**config.mk**
```make
export PLATFORM = sky130hd
export DESIGN_NAME = aes_inv_key_sched
export DESIGN_NICKNAME = d
export VERILOG_FILES = /design/src/rtl/aes_pkg.sv /design/src/rtl/aes_sbox.sv /design/src/rtl/aes_inv_key_sched.sv
export SDC_FILE = /design/constraint.sdc
export NUM_CORES = 2
export LEC_CHECK = 0
export ABC_CLOCK_PERIOD_IN_PS = 12190
export CELL_PAD_IN_SITES_DETAIL_PLACEMENT = 0
export CELL_PAD_IN_SITES_GLOBAL_PLACEMENT = 1
export CORE_ASPECT_RATIO = 1.75
export CORE_MARGIN = 3
export CORE_UTILIZATION = 40
export DETAILED_ROUTE_END_ITERATION = 8
export PLACE_DENSITY = 0.82
export SLEW_MARGIN = 20
export SYNTH_ARGS = -nofsm -noshare
export SYNTH_HDL_FRONTEND = slang
export SYNTH_SLANG_ARGS = --single-unit
```
**constraint.sdc**
```tcl
create_clock -name clk -period 12.19 [get_ports clk]
set_input_delay 1.219 -clock clk [delete_from_list [all_inputs] [get_ports clk]]
set_output_delay 1.219 -clock clk [all_outputs]
set_load 0.02 [all_outputs]
```
**src/rtl/aes_pkg.sv**
```systemverilog
// Shared definitions for the AES-128 inverse key schedule.
// Holds the round count, first/last round constants, the sequencer state
// encoding, the GF(2^8) xtime helper and the forward S-box table.
package aes_pkg;

    localparam int         AES_NR     = 10;
    localparam logic [7:0] RCON_FIRST = 8'h01;
    localparam logic [7:0] RCON_LAST  = 8'h36;

    typedef enum logic [1:0] {
        IDLE = 2'd0,
        FWD  = 2'd1,
        REV  = 2'd2
    } state_t;

    // Multiply by x in GF(2^8) modulo the AES polynomial.
    function automatic logic [7:0] xtime(input logic [7:0] b);
        return {b[6:0], 1'b0} ^ (b[7] ? 8'h1b : 8'h00);
    endfunction

    localparam logic [7:0] SBOX [256] = '{
        8'h63, 8'h7c, 8'h77, 8'h7b, 8'hf2, 8'h6b, 8'h6f, 8'hc5, 8'h30, 8'h01, 8'h67, 8'h2b, 8'hfe, 8'hd7, 8'hab, 8'h76,
        8'hca, 8'h82, 8'hc9, 8'h7d, 8'hfa, 8'h59, 8'h47, 8'hf0, 8'had, 8'hd4, 8'ha2, 8'haf, 8'h9c, 8'ha4, 8'h72, 8'hc0,
        8'hb7, 8'hfd, 8'h93, 8'h26, 8'h36, 8'h3f, 8'hf7, 8'hcc, 8'h34, 8'ha5, 8'he5, 8'hf1, 8'h71, 8'hd8, 8'h31, 8'h15,
        8'h04, 8'hc7, 8'h23, 8'hc3, 8'h18, 8'h96, 8'h05, 8'h9a, 8'h07, 8'h12, 8'h80, 8'he2, 8'heb, 8'h27, 8'hb2, 8'h75,
        8'h09, 8'h83, 8'h2c, 8'h1a, 8'h1b, 8'h6e, 8'h5a, 8'ha0, 8'h52, 8'h3b, 8'hd6, 8'hb3, 8'h29, 8'he3, 8'h2f, 8'h84,
        8'h53, 8'hd1, 8'h00, 8'hed, 8'h20, 8'hfc, 8'hb1, 8'h5b, 8'h6a, 8'hcb, 8'hbe, 8'h39, 8'h4a, 8'h4c, 8'h58, 8'hcf,
        8'hd0, 8'hef, 8'haa, 8'hfb, 8'h43, 8'h4d, 8'h33, 8'h85, 8'h45, 8'hf9, 8'h02, 8'h7f, 8'h50, 8'h3c, 8'h9f, 8'ha8,
        8'h51, 8'ha3, 8'h40, 8'h8f, 8'h92, 8'h9d, 8'h38, 8'hf5, 8'hbc, 8'hb6, 8'hda, 8'h21, 8'h10, 8'hff, 8'hf3, 8'hd2,
        8'hcd, 8'h0c, 8'h13, 8'hec, 8'h5f, 8'h97, 8'h44, 8'h17, 8'hc4, 8'ha7, 8'h7e, 8'h3d, 8'h64, 8'h5d, 8'h19, 8'h73,
        8'h60, 8'h81, 8'h4f, 8'hdc, 8'h22, 8'h2a, 8'h90, 8'h88, 8'h46, 8'hee, 8'hb8, 8'h14, 8'hde, 8'h5e, 8'h0b, 8'hdb,
        8'he0, 8'h32, 8'h3a, 8'h0a, 8'h49, 8'h06, 8'h24, 8'h5c, 8'hc2, 8'hd3, 8'hac, 8'h62, 8'h91, 8'h95, 8'he4, 8'h79,
        8'he7, 8'hc8, 8'h37, 8'h6d, 8'h8d, 8'hd5, 8'h4e, 8'ha9, 8'h6c, 8'h56, 8'hf4, 8'hea, 8'h65, 8'h7a, 8'hae, 8'h08,
        8'hba, 8'h78, 8'h25, 8'h2e, 8'h1c, 8'ha6, 8'hb4, 8'hc6, 8'he8, 8'hdd, 8'h74, 8'h1f, 8'h4b, 8'hbd, 8'h8b, 8'h8a,
        8'h70, 8'h3e, 8'hb5, 8'h66, 8'h48, 8'h03, 8'hf6, 8'h0e, 8'h61, 8'h35, 8'h57, 8'hb9, 8'h86, 8'hc1, 8'h1d, 8'h9e,
        8'he1, 8'hf8, 8'h98, 8'h11, 8'h69, 8'hd9, 8'h8e, 8'h94, 8'h9b, 8'h1e, 8'h87, 8'he9, 8'hce, 8'h55, 8'h28, 8'hdf,
        8'h8c, 8'ha1, 8'h89, 8'h0d, 8'hbf, 8'he6, 8'h42, 8'h68, 8'h41, 8'h99, 8'h2d, 8'h0f, 8'hb0, 8'h54, 8'hbb, 8'h16
    };

endpackage

```
**src/rtl/aes_sbox.sv**
```systemverilog
// Single-byte AES forward S-box, purely combinational table lookup.
// Ports:
//   in_i  [7:0]  byte to substitute
//   out_o [7:0]  substituted byte
module aes_sbox
    import aes_pkg::*;
(
    input  logic [7:0] in_i,
    output logic [7:0] out_o
);

    assign out_o = SBOX[in_i];

endmodule

```
**src/rtl/aes_inv_key_sched.sv**
```systemverilog
// AES-128 inverse key schedule: round-key source for the decryption datapath.
// Takes a cipher key, runs the forward schedule up to round 10 (one step per
// cycle), then walks the schedule backwards, emitting round keys 10..0.
// Four S-box instances are shared between the forward and reverse steps.
//
// Ports:
//   clk, rst            clock (rising edge), synchronous active-high reset
//   key_valid/key_ready cipher key handshake; key_ready is high only when idle
//   key_in   [127:0]    cipher key, byte0 in [127:120]
//   rk_valid/rk_ready   round key handshake
//   rk_out   [127:0]    registered round key
//   rk_round [3:0]      round index of rk_out
//   rk_last             rk_valid with round 0
//
// Optional build macro AES_INV_KEY_CACHE_EN: remembers the last fully expanded
// key and its round-10 key; re-submitting that key skips the forward pass.
module aes_inv_key_sched
    import aes_pkg::*;
#(
    parameter int KEY_W = 128,
    parameter int NR    = 10
) (
    input  logic             clk,
    input  logic             rst,
    input  logic             key_valid,
    output logic             key_ready,
    input  logic [KEY_W-1:0] key_in,
    output logic             rk_valid,
    input  logic             rk_ready,
    output logic [KEY_W-1:0] rk_out,
    output logic [3:0]       rk_round,
    output logic             rk_last
);

    if (KEY_W != 128 || NR != AES_NR) begin : g_bad_param
        $error("aes_inv_key_sched supports only KEY_W=128, NR=10");
    end

    localparam logic [3:0] NR_L = 4'(NR);

    function automatic logic [31:0] rot_word(input logic [31:0] w);
        return {w[23:0], w[31:24]};
    endfunction

    // sw = SubWord(RotWord(w3)) of the incoming key.
    function automatic logic [127:0] fwd_step(input logic [127:0] k,
                                              input logic [7:0]   rc,
                                              input logic [31:0]  sw);
        logic [31:0] w0, w1, w2, w3;
        w0 = k[127:96] ^ sw ^ {rc, 24'h0};
        w1 = k[95:64] ^ w0;
        w2 = k[63:32] ^ w1;
        w3 = k[31:0]  ^ w2;
        return {w0, w1, w2, w3};
    endfunction

    // sw = SubWord(RotWord(w3')) where w3' is the recovered previous w3.
    function automatic logic [127:0] inv_step(input logic [127:0] k,
                                              input logic [7:0]   rc,
                                              input logic [31:0]  sw);
        logic [31:0] w0, w1, w2, w3;
        w3 = k[31:0]  ^ k[63:32];
        w2 = k[63:32] ^ k[95:64];
        w1 = k[95:64] ^ k[127:96];
        w0 = k[127:96] ^ sw ^ {rc, 24'h0};
        return {w0, w1, w2, w3};
    endfunction

    state_t         state_q, state_d;
    logic [127:0]   key_q, key_d;
    logic [7:0]     rcon_q, rcon_d;
    logic [3:0]     cnt_q, cnt_d;
    logic [127:0]   rk_out_q, rk_out_d;
    logic [3:0]     rk_round_q, rk_round_d;
    logic           rk_valid_q, rk_valid_d;

`ifdef AES_INV_KEY_CACHE_EN
    logic [127:0]   cached_key_q, cached_key_d;
    logic [127:0]   cached_last_q, cached_last_d;
    logic           cache_vld_q, cache_vld_d;
    logic [127:0]   pend_key_q, pend_key_d;   // key being expanded, cached at FWD end
    logic           hit_q, hit_d;             // FWD pass is a cache replay
`endif

    // Shared S-box path: forward step consumes the current w3, reverse step
    // consumes the recovered w3' of the previous round.
    logic [31:0]    inv_w3;
    logic [31:0]    sb_word;
    logic [3:0][7:0] sb_out;
    logic [127:0]   fwd_res, inv_res;
    logic           fwd_done;

    assign inv_w3  = rk_out_q[31:0] ^ rk_out_q[63:32];
    assign sb_word = (state_q == REV) ? rot_word(inv_w3) : rot_word(key_q[31:0]);

    for (genvar i = 0; i < 4; i++) begin : g_sbox
        aes_sbox u_sbox (
            .in_i  (sb_word[8*i +: 8]),
            .out_o (sb_out[i])
        );
    end

    assign fwd_res = fwd_step(key_q, rcon_q, sb_out);
    assign inv_res = inv_step(rk_out_q, rcon_q, sb_out);

`ifdef AES_INV_KEY_CACHE_EN
    assign fwd_done = (cnt_q == NR_L) || hit_q;
`else
    assign fwd_done = (cnt_q == NR_L);
`endif

    always_comb begin
        state_d    = state_q;
        key_d      = key_q;
        rcon_d     = rcon_q;
        cnt_d      = cnt_q;
        rk_out_d   = rk_out_q;
        rk_round_d = rk_round_q;
        rk_valid_d = rk_valid_q;
`ifdef AES_INV_KEY_CACHE_EN
        cached_key_d  = cached_key_q;
        cached_last_d = cached_last_q;
        cache_vld_d   = cache_vld_q;
        pend_key_d    = pend_key_q;
        hit_d         = hit_q;
`endif
        unique case (state_q)
            IDLE: begin
                if (key_valid) begin
                    key_d   = key_in;
                    rcon_d  = RCON_FIRST;
                    cnt_d   = 4'd1;
                    state_d = FWD;
`ifdef AES_INV_KEY_CACHE_EN
                    hit_d      = cache_vld_q && (key_in == cached_key_q);
                    pend_key_d = key_in;
`endif
                end
            end
            FWD: begin
                key_d  = fwd_res;
                rcon_d = xtime(rcon_q);
                cnt_d  = cnt_q + 4'd1;
                if (fwd_done) begin
                    rk_out_d   = fwd_res;
                    rk_round_d = NR_L;
                    rk_valid_d = 1'b1;
                    rcon_d     = RCON_LAST;
                    state_d    = REV;
`ifdef AES_INV_KEY_CACHE_EN
                    hit_d = 1'b0;
                    if (hit_q) begin
                        rk_out_d = cached_last_q;
                    end else begin
                        cached_key_d  = pend_key_q;
                        cached_last_d = fwd_res;
                        cache_vld_d   = 1'b1;
                    end
`endif
                end
            end
            REV: begin
                if (rk_valid_q && rk_ready) begin
                    if (rk_round_q != 4'd0) begin
                        rk_out_d   = inv_res;
                        rk_round_d = rk_round_q - 4'd1;
                        // Inverse of xtime over the rcon sequence; 1b is the
                        // only value produced by the polynomial reduction.
                        rcon_d     = (rcon_q == 8'h1b) ? 8'h80 : (rcon_q >> 1);
                    end else begin
                        rk_valid_d = 1'b0;
                        state_d    = IDLE;
                    end
                end
            end
            default: state_d = IDLE;
        endcase
    end

    always_ff @(posedge clk) begin
        if (rst) begin
            state_q    <= IDLE;
            key_q      <= '0;
            rcon_q     <= RCON_FIRST;
            cnt_q      <= '0;
            rk_out_q   <= '0;
            rk_round_q <= '0;
            rk_valid_q <= 1'b0;
`ifdef AES_INV_KEY_CACHE_EN
            cached_key_q  <= '0;
            cached_last_q <= '0;
            cache_vld_q   <= 1'b0;
            pend_key_q    <= '0;
            hit_q         <= 1'b0;
`endif
        end else begin
            state_q    <= state_d;
            key_q      <= key_d;
            rcon_q     <= rcon_d;
            cnt_q      <= cnt_d;
            rk_out_q   <= rk_out_d;
            rk_round_q <= rk_round_d;
            rk_valid_q <= rk_valid_d;
`ifdef AES_INV_KEY_CACHE_EN
            cached_key_q  <= cached_key_d;
            cached_last_q <= cached_last_d;
            cache_vld_q   <= cache_vld_d;
            pend_key_q    <= pend_key_d;
            hit_q         <= hit_d;
`endif
        end
    end

    assign key_ready = (state_q == IDLE);
    assign rk_valid  = rk_valid_q;
    assign rk_out    = rk_out_q;
    assign rk_round  = rk_round_q;
    assign rk_last   = rk_valid_q && (rk_round_q == 4'd0);

endmodule
```
==> results_dict.tcl <==
set metrics [dict create \
    synth_compound_area_frac 0.419 \
    synth_top_area_frac 0.178 \
    die_y_um 374 \
    cp-start-kind "flip-flop" \
    cts_root_buf "clkbuf_16" \
    path_max_fanout 148 \
    final_nets 4498 \
    cts_tree "yes" \
    crit_type "flip-flop to flip-flop" \
    cts_buffers 27 \
    clk_latency_ps 590 \
    drtAntennaViolNets 0 \
    synthAdderAreaFrac 0.0231 \
    dr.pass1.iters 8 \
    antenna_found_initial 3 \
    synthArstFlopShare 0 \
    area_delta_synth_final_pct 12.4 \
    drtIter0Drc 6470 \
    clock_path_buffers 3 \
    holdWs_ps 471 \
    drc 1 \
    setup_violations 0 \
    wl_um 160000 \
    dieArea_sq_mm 0.0808 \
    grt_pass1_vias 35500 \
    cts_num_sinks 275 \
    hold_violations 0 \
    gr-usage-all-layers 0.376 \
    synth_area_sq_mm 0.0309 \
    drive_gt1_frac 0.0705 \
    max_freq_mhz 140 \
    drv_slew 0 \
    avgRoutedWirePerCell_um 30.0 \
    required_ps 12700 \
    synth_commonest_cells "nor2_1 (404), nand2_1 (385), a21oi_1 (374)" \
    yosysTopAreaCell "dfxtp_1" \
    setup_tns_ps 0 \
    fillers 7951 \
    ctsHoldBuffers 0 \
    seq_area_frac_synth 0.178 \
    detailed_place_hpwl_um 107000 \
    port_buffers 266 \
    overflow 0 \
    ys_types 107 \
    synth_top_family_by_area "compound AO/OA/AOI/OAI gates" \
    final_cells 5352 \
    maxSlewHeadroom 0.171 \
    rows 134 \
    min_period_over_period 0.584 \
    fin_skew_ps 15.8 \
    via_per_inst 7.25 \
    hold_path_class "flip-flop to flip-flop" \
    violations "design-rule violations" \
    post_cts_buffers 0 \
    synth_area_leaders "dfxtp_1 (18%), a21oi_1 (6.1%), o21ai_0 (5.8%)" \
    yosysMostFrequentCell "nor2_1" \
    htree_num_levels 1 \
    die_x_um 216 \
    ys_seq_elements 275 \
    synthCells 4403 \
    synth.area.mux_share 0.0416 \
    layout_min_cycle_time_ps 7120 \
    clk_pin_slew_ps 80 \
    yosys_warnings 0 \
    core_sq_mm 0.0765 \
    worst_pin_slew_ps 1240 \
    via_count 38800 \
    yosys.area_share.xor_xnor 0.0671 \
    syn_area_per_cell_sq_um 7.02 \
    ys.flop_type "dfxtp_1" \
    end_kind "flip-flop" \
    status "finished with violations" \
    initial_utilization 0.405 \
    synth_nets 4592 \
    num_io_pins 267 \
    grt_pass1_wl_um 237000 \
    arrival_ps 7640 \
    grt_setup_unrepaired "no" \
    grt_max_degree 164 \
    synth-edff-count 0 \
    dp.cells 5300 \
    cts_resized 0 \
    gp_congestion 1.11 \
    maxCapViolCount 0 \
    synthSimpleGateAreaFrac 0.194 \
]
## critical path, stage by stage (launching register included)
cell and delay [ps]:
dfxtp_1 360, inv_1 150, ha_4 480, buf_12 590, nor2_1 80, a21o_1 180, buf_4 260, clkinv_1 80
buf_4 350, ha_1 620, inv_1 220, a211oi_1 880, o21ai_0 340, o311ai_0 420, a21oi_1 190, a31o_2 260
a21oi_1 240, mux2i_1 330, xnor2_1 450, nand4b_1 160, a31oi_1 200
## path summary, 6_finish.rpt
kind | end | slack [ps] | start | depth (start not counted)
setup / recovery | key_q[47]$_SDFFE_PP0P_ | 5070 | state_q[0]$_SDFFE_PP0P_ | 20
hold reg to reg | key_q[69]$_SDFFE_PP0P_ | 470 | key_q[69]$_SDFFE_PP0P_ | 2
setup reg to reg | key_q[47]$_SDFFE_PP0P_ | 5070 | state_q[0]$_SDFFE_PP0P_ | 20
hold / removal | key_q[69]$_SDFFE_PP0P_ | 470 | key_q[69]$_SDFFE_PP0P_ | 2
## area by class of cell
type / instances / area (sq um) / share of cell area
Timing Repair Buffer: 376 / 3530 / 0.102
Clock inverter: 15 / 204 / 0.00587
Inverter: 56 / 215 / 0.00619
Clock buffer: 34 / 732 / 0.0211
Tap cell: 1020 / 1280 / 0.0367
Sequential cell: 275 / 5510 / 0.158
Multi-Input combinational cell: 3573 / 23300 / 0.670
Antenna cell: 3 / 7.51 / 0.000216
## through the flow
stage	util	instance area [sq um]	worst slack [ps]
6_report	0.455	34800	5070
5_1_grt	0.455	34700	4710
4_1_cts	0.454	34700	5400
3_5_place_dp	0.442	33800	5460
3_3_place_gp	0.442	33800	5530
2_1_floorplan	-	30900	7410
## metal layers
layer,global-route usage,share of wire,up-vias
met5,0,0,-
met4,0.241,0.086,0
met3,0.0823,0.12,791
met2,0.597,0.44,3285
met1,0.457,0.35,18100
li1,-,-,16600
## registers in the layout, summed over array words and instances, names as in the netlist
register	flops
cnt_q	4
key_q	128
rcon_q	8
rk_out	128
rk_round	4
rk_valid	1
state_q	2
## kinds of logic after synthesis
logic type | Yosys count
mux | 116
simple gates | 1292
xor+xnor | 216
flops | 275
buf+inv | 555
compound gates | 1892
fa+ha+maj | 57
## cells in the final DEF (no fill, tap or decap), types with 18 or more instances in the layout
| cell | Yosys | routed |
|---|---|---|
| o221ai_1 | 45 | 45 |
| nand3b_1 | 51 | 51 |
| o2111ai_1 | 19 | 19 |
| and3_1 | 43 | 43 |
| mux2i_1 | 100 | 100 |
| nor2_1 | 404 | 400 |
| inv_1 | 48 | 44 |
| a21o_1 | 45 | 42 |
| a311oi_1 | 51 | 51 |
| nand2b_1 | 28 | 28 |
| nand2_1 | 385 | 384 |
| clkbuf_16 | 0 | 27 |
| o22ai_1 | 57 | 57 |
| a31oi_1 | 151 | 151 |
| o311ai_0 | 44 | 43 |
| a2111oi_0 | 46 | 44 |
| o211ai_1 | 102 | 102 |
| o21a_1 | 31 | 30 |
| a211oi_1 | 190 | 187 |
| a22oi_1 | 24 | 24 |
| dfxtp_1 | 275 | 275 |
| nand3_1 | 139 | 139 |
| o31ai_1 | 43 | 41 |
| a211o_1 | 21 | 21 |
| ha_1 | 57 | 54 |
| a21oi_1 | 374 | 361 |
| a32o_1 | 18 | 18 |
| a311o_1 | 22 | 22 |
| buf_4 | 17 | 107 |
| clkdlybuf4s50_1 | 0 | 265 |
| o21ai_0 | 357 | 356 |
| a221oi_1 | 54 | 54 |
| nor3_1 | 103 | 103 |
| xnor2_1 | 150 | 150 |
| xor2_1 | 47 | 47 |
Power is left out: the tool's default activity adds up to more than one toggle a clock period on the data nets, which glitch-free logic cannot reach.
